[src/rtl/ps2_rx_fifo.sv]
// PS/2 receiver: synchronises and filters the PS/2 clock, assembles 11-bit
// frames, checks start/parity/stop, and stores good bytes in a show-ahead FIFO.
// Sticky flags report dropped bytes and bad or timed-out frames.
module ps2_rx_fifo #(
    parameter int unsigned FIFO_AW     = 3,
    parameter int unsigned FILTER_LEN  = 4,
    parameter int unsigned TIMEOUT_CYC = 50000
) (
    input  logic               clk,
    input  logic               clr,
    input  logic               ps2_clk,
    input  logic               ps2_data,
    input  logic               rd_en,
    input  logic               err_clr,
    output logic [7:0]         data,
    output logic               ready,
    output logic [FIFO_AW:0]   level,
    output logic               overflow,
    output logic               frame_err
);

    localparam int unsigned DEPTH  = 1 << FIFO_AW;
    localparam int unsigned LW     = FIFO_AW + 1;
    localparam int unsigned IDLE_W = 20;

    // synchroniser, filter and strobe state
    logic              r_clk_s1, r_clk_s2;
    logic              r_dat_s1, r_dat_s2;
    logic              r_filt_clk;
    logic              r_filt_clk_d;
    logic [3:0]        r_filt_cnt;
    logic              w_strobe;

    // frame assembly state
    logic [3:0]        r_bit_cnt;
    logic [IDLE_W-1:0] r_idle_cnt;
    logic [7:0]        r_sh;
    logic              r_start;
    logic              r_par;
    logic              w_last;
    logic              w_frame_ok;
    logic              w_frame_bad;
    logic              w_timeout;

    // FIFO state
    logic [7:0]        r_mem [DEPTH];
    logic [FIFO_AW-1:0] r_wr_ptr, r_rd_ptr;
    logic [LW-1:0]     r_level;
    logic              r_ready;
    logic              r_overflow;
    logic              r_frame_err;
    logic              w_full;
    logic              w_pop;
    logic              w_push;
    logic              w_drop;
    logic [LW-1:0]     w_level_nxt;

    // Two-flop synchronisers for both PS/2 lines; idle bus level is 1.
    always_ff @(posedge clk or posedge clr) begin
        if (clr) begin
            r_clk_s1 <= 1'b1;
            r_clk_s2 <= 1'b1;
            r_dat_s1 <= 1'b1;
            r_dat_s2 <= 1'b1;
        end else begin
            r_clk_s1 <= ps2_clk;
            r_clk_s2 <= r_clk_s1;
            r_dat_s1 <= ps2_data;
            r_dat_s2 <= r_dat_s1;
        end
    end

    // Glitch filter: flip only after FILTER_LEN consecutive differing samples.
    always_ff @(posedge clk or posedge clr) begin
        if (clr) begin
            r_filt_clk   <= 1'b1;
            r_filt_cnt   <= 4'd0;
            r_filt_clk_d <= 1'b1;
        end else begin
            r_filt_clk_d <= r_filt_clk;
            if (r_clk_s2 != r_filt_clk) begin
                if (r_filt_cnt == 4'(FILTER_LEN - 1)) begin
                    r_filt_clk <= r_clk_s2;
                    r_filt_cnt <= 4'd0;
                end else begin
                    r_filt_cnt <= r_filt_cnt + 4'd1;
                end
            end else begin
                r_filt_cnt <= 4'd0;
            end
        end
    end

    // One-cycle strobe on the falling edge of the filtered clock.
    assign w_strobe = r_filt_clk_d & ~r_filt_clk;

    // Frame-level decode of the 11th bit and of the idle timeout.
    always_comb begin
        w_last      = w_strobe && (r_bit_cnt == 4'd10);
        w_frame_ok  = w_last && !r_start && r_dat_s2 && (^{r_sh, r_par});
        w_frame_bad = w_last && !w_frame_ok;
        w_timeout   = (r_bit_cnt != 4'd0) && !w_strobe &&
                      (r_idle_cnt == IDLE_W'(TIMEOUT_CYC - 1));
    end

    // Bit counter, shift register and idle counter for frame assembly.
    always_ff @(posedge clk or posedge clr) begin
        if (clr) begin
            r_bit_cnt  <= 4'd0;
            r_idle_cnt <= '0;
            r_sh       <= 8'd0;
            r_start    <= 1'b0;
            r_par      <= 1'b0;
        end else if (w_strobe) begin
            r_idle_cnt <= '0;
            if (r_bit_cnt == 4'd0) begin
                r_start <= r_dat_s2;
            end else if (r_bit_cnt == 4'd9) begin
                r_par <= r_dat_s2;
            end else if (r_bit_cnt != 4'd10) begin
                r_sh <= {r_dat_s2, r_sh[7:1]};
            end
            r_bit_cnt <= (r_bit_cnt == 4'd10) ? 4'd0 : r_bit_cnt + 4'd1;
        end else if (r_bit_cnt == 4'd0) begin
            r_idle_cnt <= '0;
        end else if (w_timeout) begin
            r_bit_cnt  <= 4'd0;
            r_idle_cnt <= '0;
        end else begin
            r_idle_cnt <= r_idle_cnt + IDLE_W'(1);
        end
    end

    // FIFO push/pop decisions; a pop in the same cycle frees room for a full push.
    always_comb begin
        w_full      = (r_level == LW'(DEPTH));
        w_pop       = rd_en && (r_level != '0);
        w_push      = w_frame_ok && (!w_full || rd_en);
        w_drop      = w_frame_ok && w_full && !rd_en;
        w_level_nxt = r_level + LW'(w_push) - LW'(w_pop);
    end

    // Storage array, intentionally not reset.
    always_ff @(posedge clk) begin
        if (w_push) begin
            r_mem[r_wr_ptr] <= r_sh;
        end
    end

    // Pointers, level and registered non-empty flag.
    always_ff @(posedge clk or posedge clr) begin
        if (clr) begin
            r_wr_ptr <= '0;
            r_rd_ptr <= '0;
            r_level  <= '0;
            r_ready  <= 1'b0;
        end else begin
            if (w_push) begin
                r_wr_ptr <= r_wr_ptr + FIFO_AW'(1);
            end
            if (w_pop) begin
                r_rd_ptr <= r_rd_ptr + FIFO_AW'(1);
            end
            r_level <= w_level_nxt;
            r_ready <= (w_level_nxt != '0);
        end
    end

    // Sticky error flags; a new event outranks err_clr.
    always_ff @(posedge clk or posedge clr) begin
        if (clr) begin
            r_overflow  <= 1'b0;
            r_frame_err <= 1'b0;
        end else begin
            if (w_drop) begin
                r_overflow <= 1'b1;
            end else if (err_clr) begin
                r_overflow <= 1'b0;
            end
            if (w_frame_bad || w_timeout) begin
                r_frame_err <= 1'b1;
            end else if (err_clr) begin
                r_frame_err <= 1'b0;
            end
        end
    end

    assign data      = r_mem[r_rd_ptr];
    assign ready     = r_ready;
    assign level     = r_level;
    assign overflow  = r_overflow;
    assign frame_err = r_frame_err;

endmodule
[config.mk]
export PLATFORM = sky130hd
export DESIGN_NAME = ps2_rx_fifo
export DESIGN_NICKNAME = d
export VERILOG_FILES = /design/src/rtl/ps2_rx_fifo.sv
export SDC_FILE = /design/constraint.sdc
export NUM_CORES = 1
export LEC_CHECK = 0
export BUFFER_PORTS_ARGS = -buffer_cell sky130_fd_sc_hd__clkbuf_2
export CAP_MARGIN = 20
export CORE_ASPECT_RATIO = 0.8
export CORE_UTILIZATION = 35
export DETAILED_ROUTE_END_ITERATION = 7
export PLACE_DENSITY = 0.61
export SETUP_SLACK_MARGIN = 0.05
export SLEW_MARGIN = 20
export SYNTH_ARGS = -nofsm -noshare
export SYNTH_HDL_FRONTEND = slang
export SYNTH_SLANG_ARGS = --single-unit
[constraint.sdc]
create_clock -name clk -period 9.7 [get_ports clk]
set_input_delay 1.455 -clock clk [delete_from_list [all_inputs] [get_ports clk]]
set_output_delay 1.455 -clock clk [all_outputs]
set_load 0.05 [all_outputs]
# Word level (Yosys, flattened, before mapping)
# Memories as Yosys holds them, arrays and structs flattened.
# Index checks and enable logic that the tools add are counted.
[op_classes]
n_addsub = 7
mul = 0
div_mod_pow = 0
order_cmp = 0
eq_ne = 8
shifts = 0
muxes = 14
bitwise = 4
reduce_logical = 31
[ops]
columns = ["op", "count"]
rows = [
  ["$mux 20", 3],
  ["$mux 4", 6],
  ["$add 20x1->20 const B", 1],
  ["$eq 20x16->1 const B", 1],
  ["$eq 4x4->1 const B", 3],
  ["$reduce_bool 4->1", 3],
  ["$logic_and 1x1->1", 11],
  ["$reduce_xor 9->1", 1],
  ["$add 4x1->4 const B", 2],
  ["$add 3x1->3 const B", 2],
  ["$reduce_and 2->1", 3],
  ["$reduce_bool 2->1", 3],
  ["$logic_not 1->1", 5],
  ["$mux 1", 5],
  ["$add 4x1->4", 1],
  ["$eq 4x2->1 const B", 1],
  ["$logic_not 4->1", 1],
  ["$ne 4x4->1 const B", 1],
  ["$reduce_and 4->1", 1],
  ["$sub 4x1->4", 1],
  ["$not 1->1", 3],
  ["$reduce_and 3->1", 1],
  ["$logic_or 1x1->1", 2],
  ["$ne 2x2->1 const B", 1],
  ["other kinds (2)", 2],
]
[totals]
regBits = 57
latch_bits = 0
mem_bits_rw = 64
mem_bits_ro = 0
in_bits = 6
output_inout_bits = 15
memories = 1
[memory_table]
columns = ["memory", "depth", "word_bits", "read_ports", "rd_clocked_by_memory_dff", "wr", "line", "text"]
rows = [
  ["r_mem", 8, 8, 1, 0, 1, "46", "logic [7:0] r_mem [DEPTH];"],
]

# Logic depth before layout (Yosys ltp)
[depth]
ltp_word = 10
depth_mapped = 12
mapped_depth_nobuf = 12

# Least setup slack after synthesis
# No wires, ideal clock.
[synth_timing]
path_type = "input to register"
from = "input port rd_en"
to = "register r_ready (netlist: ready)"
setup_time_ps = 139
arrival_time_ps = 3305
t_required_ps = 9561
setup_slack_ps = 6256
path_stages = 10
path_buffers = 0
path_cell_list = "nand3b_1 > and2_4 > inv_1 > ha_1 > inv_1 > ha_1 > inv_1 > fa_1 > inv_1 > or4_1"
[synth_between]
elab_chain_cells = 5
word_cells_on_any_way = 6
classes_between = "add/sub (2); reduce/logical (4)"
[synth_lines]
columns = ["element", "line", "text"]
rows = [
  ["start: declaration", "13", "input logic rd_en,"],
  ["$logic_or 1x1->1", "138", "w_push = w_frame_ok && (!w_full || rd_en);"],
  ["$logic_and 1x1->1", "138", ""],
  ["$add 4x1->4", "140", "w_level_nxt = r_level + LW'(w_push) - LW'(w_pop);"],
  ["$sub 4x1->4 *", "140", ""],
  ["via w_level_nxt[1]", "56", "logic [LW-1:0] w_level_nxt;"],
  ["$reduce_bool 4->1 *", "165", "r_ready <= (w_level_nxt != '0);"],
  ["end signal: assignment", "165", ""],
  ["end: declaration", "49", "logic r_ready;"],
]
# Mark *: on every way through the listed nets, which the timed path passes. The rest lies on a longest branch.
# A chain may end at the register's enable or synchronous reset.

# Worst setup path after layout
[layout_timing]
from = "register r_rd_ptr[0]"
to = "output port data[3]"
[layout_between]
elab_chain_cells = 1
[layout_lines]
columns = ["element", "line", "text"]
rows = [
  ["start: declaration", "47", "logic [FIFO_AW-1:0] r_wr_ptr, r_rd_ptr;"],
  ["start signal: assignment", "162", "r_rd_ptr <= r_rd_ptr + FIFO_AW'(1);"],
  ["$mem_v2 8x8", "--", ""],
  ["end: declaration", "15", "output logic [7:0] data,"],
]
# No other way between the ends.

==> flow_metrics.py <==
metrics = {
    "run_status": {
        "status": "completed",
    },
    "synth": {
        "yosysWarnings": 0,
        "netlist.area_leader.share": 0.372,
        "synth_cells": 349,
        "synthDistinctLibCells": 43,
        "synth_edf_count": 64,
        "synth_compound_area_frac": 0.0225,
        "post_synth.cell_area_avg_sq_um": 14.8,
        "yosys.area_share.simple": 0.106,
        "ys_seq_area_frac": 0.649,
        "ys_seq_elements": 121,
        "synthesis.nets": 366,
        "syn_area_sq_um": 5170,
        "synthAdderAreaFrac": 0.0281,
        "synth_top_family_by_area": "multiplexers",
        "netlist_top_cells_area": "edfxtp_1 37%, dfrtp_1 25%, mux4_2 7.0%, mux2_2 4.4%, dfstp_2 3.1%",
        "synth_top_cell_by_area": "edfxtp_1",
        "muxShareOfSynthArea": 0.119,
        "synth-xor-area-share": 0.0579,
        "ys.flop_type": "edfxtp_1",
        "async_flop_share": 0.471,
    },
    "clocking": {
        "path_clk_slew_ns": 0.06,
        "clock_sinks": 121,
        "cts_hold_buffers": 0,
        "htreeDepth": 4,
        "cts_root_buf": "clkbuf_16",
        "post-cts-setup-buffers": 0,
        "clk_latency_ns": 0.42,
        "numCtsBuffers": 17,
        "cts_buffer_depth": 2,
        "cts_tree": "yes",
        "ctsResizeCount": 0,
    },
    "sta": {
        "relSlewSlack": 0.329,
        "fmax_mhz": 270,
        "fin_setup_tns_ns": 0,
        "hold_viol_final": 0,
        "slew_viol_final": 0,
        "setup_ws_ns": 5.99,
        "worstMarginPinSlew_ns": 1.00,
        "whs_ns": 0.354,
        "skew_ns": 0.0119,
        "rsz0062_at_grt": "no",
        "fin_crit_ns": 3.71,
        "finalSetupViolCount": 0,
        "finalCritPeriodShare": 0.382,
    },
    "route": {
        "first_pass_iters": 4,
        "post_drt_wl_per_cell_um": 15.8,
        "drc_errors": 0,
        "vias": 2870,
        "drt_iter0_markers": 142,
        "ant_nets": 0,
        "routed_wl_mm": 9.14,
        "via_per_inst": 4.95,
    },
    "die": {
        "die_h_um": 111,
        "die_w_um": 138,
        "core_sq_um": 14300,
        "die_area_sq_um": 15300,
        "rows": 39,
        "ios": 21,
        "initial_core_util": 0.360,
    },
    "global_routing": {
        "grt_first_pass_wirelength_mm": 15.3,
        "first_global_vias": 2860,
        "grt_start_max_net_pins": 58,
        "antenna_found_initial": 0,
        "grt.total_usage": 0.136,
        "grt_overflow": 0,
    },
    "layout": {
        "finish.utilization": 0.424,
        "area_growth_pct": 17.8,
        "drive_gt1_frac": 0.255,
        "n_antenna_cell": 0,
        "num-nets-final": 400,
    },
    "worst_setup_path": {
        "r2r_end": "ready",
        "cp.required_ns": 8.25,
        "reg2reg_slack_ns": 6.11,
        "worstRegToRegCells": 12,
        "critPathCaptureType": "output port",
        "critical_path.max_fanout": 18,
        "reg2reg_from": "r_sh[1]",
        "critPathLaunchType": "flop",
        "critical_path_arrival_ns": 2.25,
        "path_class": "flop to output port",
    },
    "placed_design": {
        "gp_congestion": 0.720,
        "pre_cts_ws_ns": 5.99,
        "hpwl_mm": 5.76,
        "portBuffers": 20,
    },
    "run": {
        "maxCapViolCount": 0,
    },
    "pwr": {
        "ir_drop_v": 0.000186,
        "p_per_area_nw_per_um2": 314,
        "leakage_nw": 2.33,
    },
    "hold_path": {
        "min_path_type": "flop to flop",
        "min_from": "r_clk_s1",
        "hold-path-endpoint": "r_clk_s2",
        "min_path_cells": 0,
    },
}
==> area by class of cell <==
| type | count | area (sq um) |
|---|---|---|
| clock inverters | 13 | 169 |
| fillers | 1294 | 8260 |
| flip-flops and latches | 121 | 3360 |
| clock buffers | 19 | 433 |
| multi-input cells | 205 | 1720 |
| inverters | 15 | 56.3 |
| well taps | 184 | 230 |
| repair buffers | 23 | 123 |
==> worst max path at each step <==
stage,start,endpoint,slack (ns),cells after the start
5_1_grt,r_rd_ptr[0],data[6],5.85,3
6_report,r_rd_ptr[0],data[3],5.99,3
2_1_floorplan,rd_en,ready,6.26,10
3_3_place_gp,rd_en,ready,6.03,11
3_5_place_dp,rd_en,ready,5.99,11
4_1_cts,r_rd_ptr[0],data[3],5.56,3
==> Yosys cell counts, drive strengths merged, types with 2 or more instances <==
master   n
mux4    16
buf      4
dfrtp   51
nand3b   2
nand4    9
xor2    17
or4      2
nand3   11
nor3b    3
clkbuf   4
edfxtp  64
inv     15
nor2b    7
o21ai    8
and3     5
nand2   15
nor3     6
nand2b   5
ha      10
dfstp    6
xnor2   12
mux2    21
nor4     2
nor2    33
xnor3    2
a21oi    4
nand4b   2
==> worst max-delay path, cell delays in order, from the launching register on <==
cell and delay (ns):
dfrtp_2 0.74, mux4_2 0.58, mux2_2 0.28, clkbuf_2 0.24
==> metrics by stage <==
stage                     power (mW)  instances  cell area (sq um)
after floorplan                 1.17        349               5170
after global placement          1.27        548               5490
after detailed placement        1.29        548               5490
after CTS                       1.94        580               6090
after global routing            2.02        580               6090
final                           1.91        580               6090
==> cell usage in the layout (no fill, tap or decap), types with 10 or more instances in the layout <==
cell type / n
edfxtp_1: 64
dfrtp_1: 50
nor2_1: 33
mux2_2: 20
clkbuf_2: 20
xor2_1: 17
clkbuf_16: 17
mux4_2: 16
nand2_1: 15
inv_1: 14
xnor2_1: 12
nand3_1: 11
ha_1: 10
==> report_power, final <==
part	switching, mW	total (mW)	leakage (nW)	internal (mW)
Clock	0.233	0.638	0.280	0.405
Combinational	0.283	0.510	0.747	0.226
Sequential	0.127	0.762	1.31	0.634
Total	0.644	1.91	2.33	1.27
==> sequential cells by signal, summed over array words and instances, names as in the netlist <==
register,count
frame_err,1
overflow,1
r_dat_s1,1
r_start,1
r_clk_s2,1
r_dat_s2,1
r_bit_cnt,4
r_filt_clk,1
r_clk_s1,1
r_wr_ptr,3
r_idle_cnt,20
r_filt_clk_d,1
ready,1
r_par,1
r_rd_ptr,3
r_sh,8
level,4
r_filt_cnt,4
r_mem,64
==> per-layer routing <==
| layer | vias to the layer above | wire length [um] | global-route usage |
|---|---|---|---|
| met2 | 47 | 4250 | 0.201 |
| met4 | 0 | 186 | 0.0717 |
| met1 | 1453 | 4350 | 0.178 |
| li1 | 1354 | - | - |
| met5 | - | 0 | 0 |
| met3 | 16 | 354 | 0.0439 |
==> cells by family (layout without fill, tap and decap cells) <==
logic type / Yosys count / in the layout
compound gates: 19 / 19
mux: 38 / 38
xor+xnor: 31 / 31
buf+inv: 23 / 70
simple gates: 106 / 106
flops: 121 / 121
fa+ha+maj: 11 / 11
(Power assumes the default switching activity.)
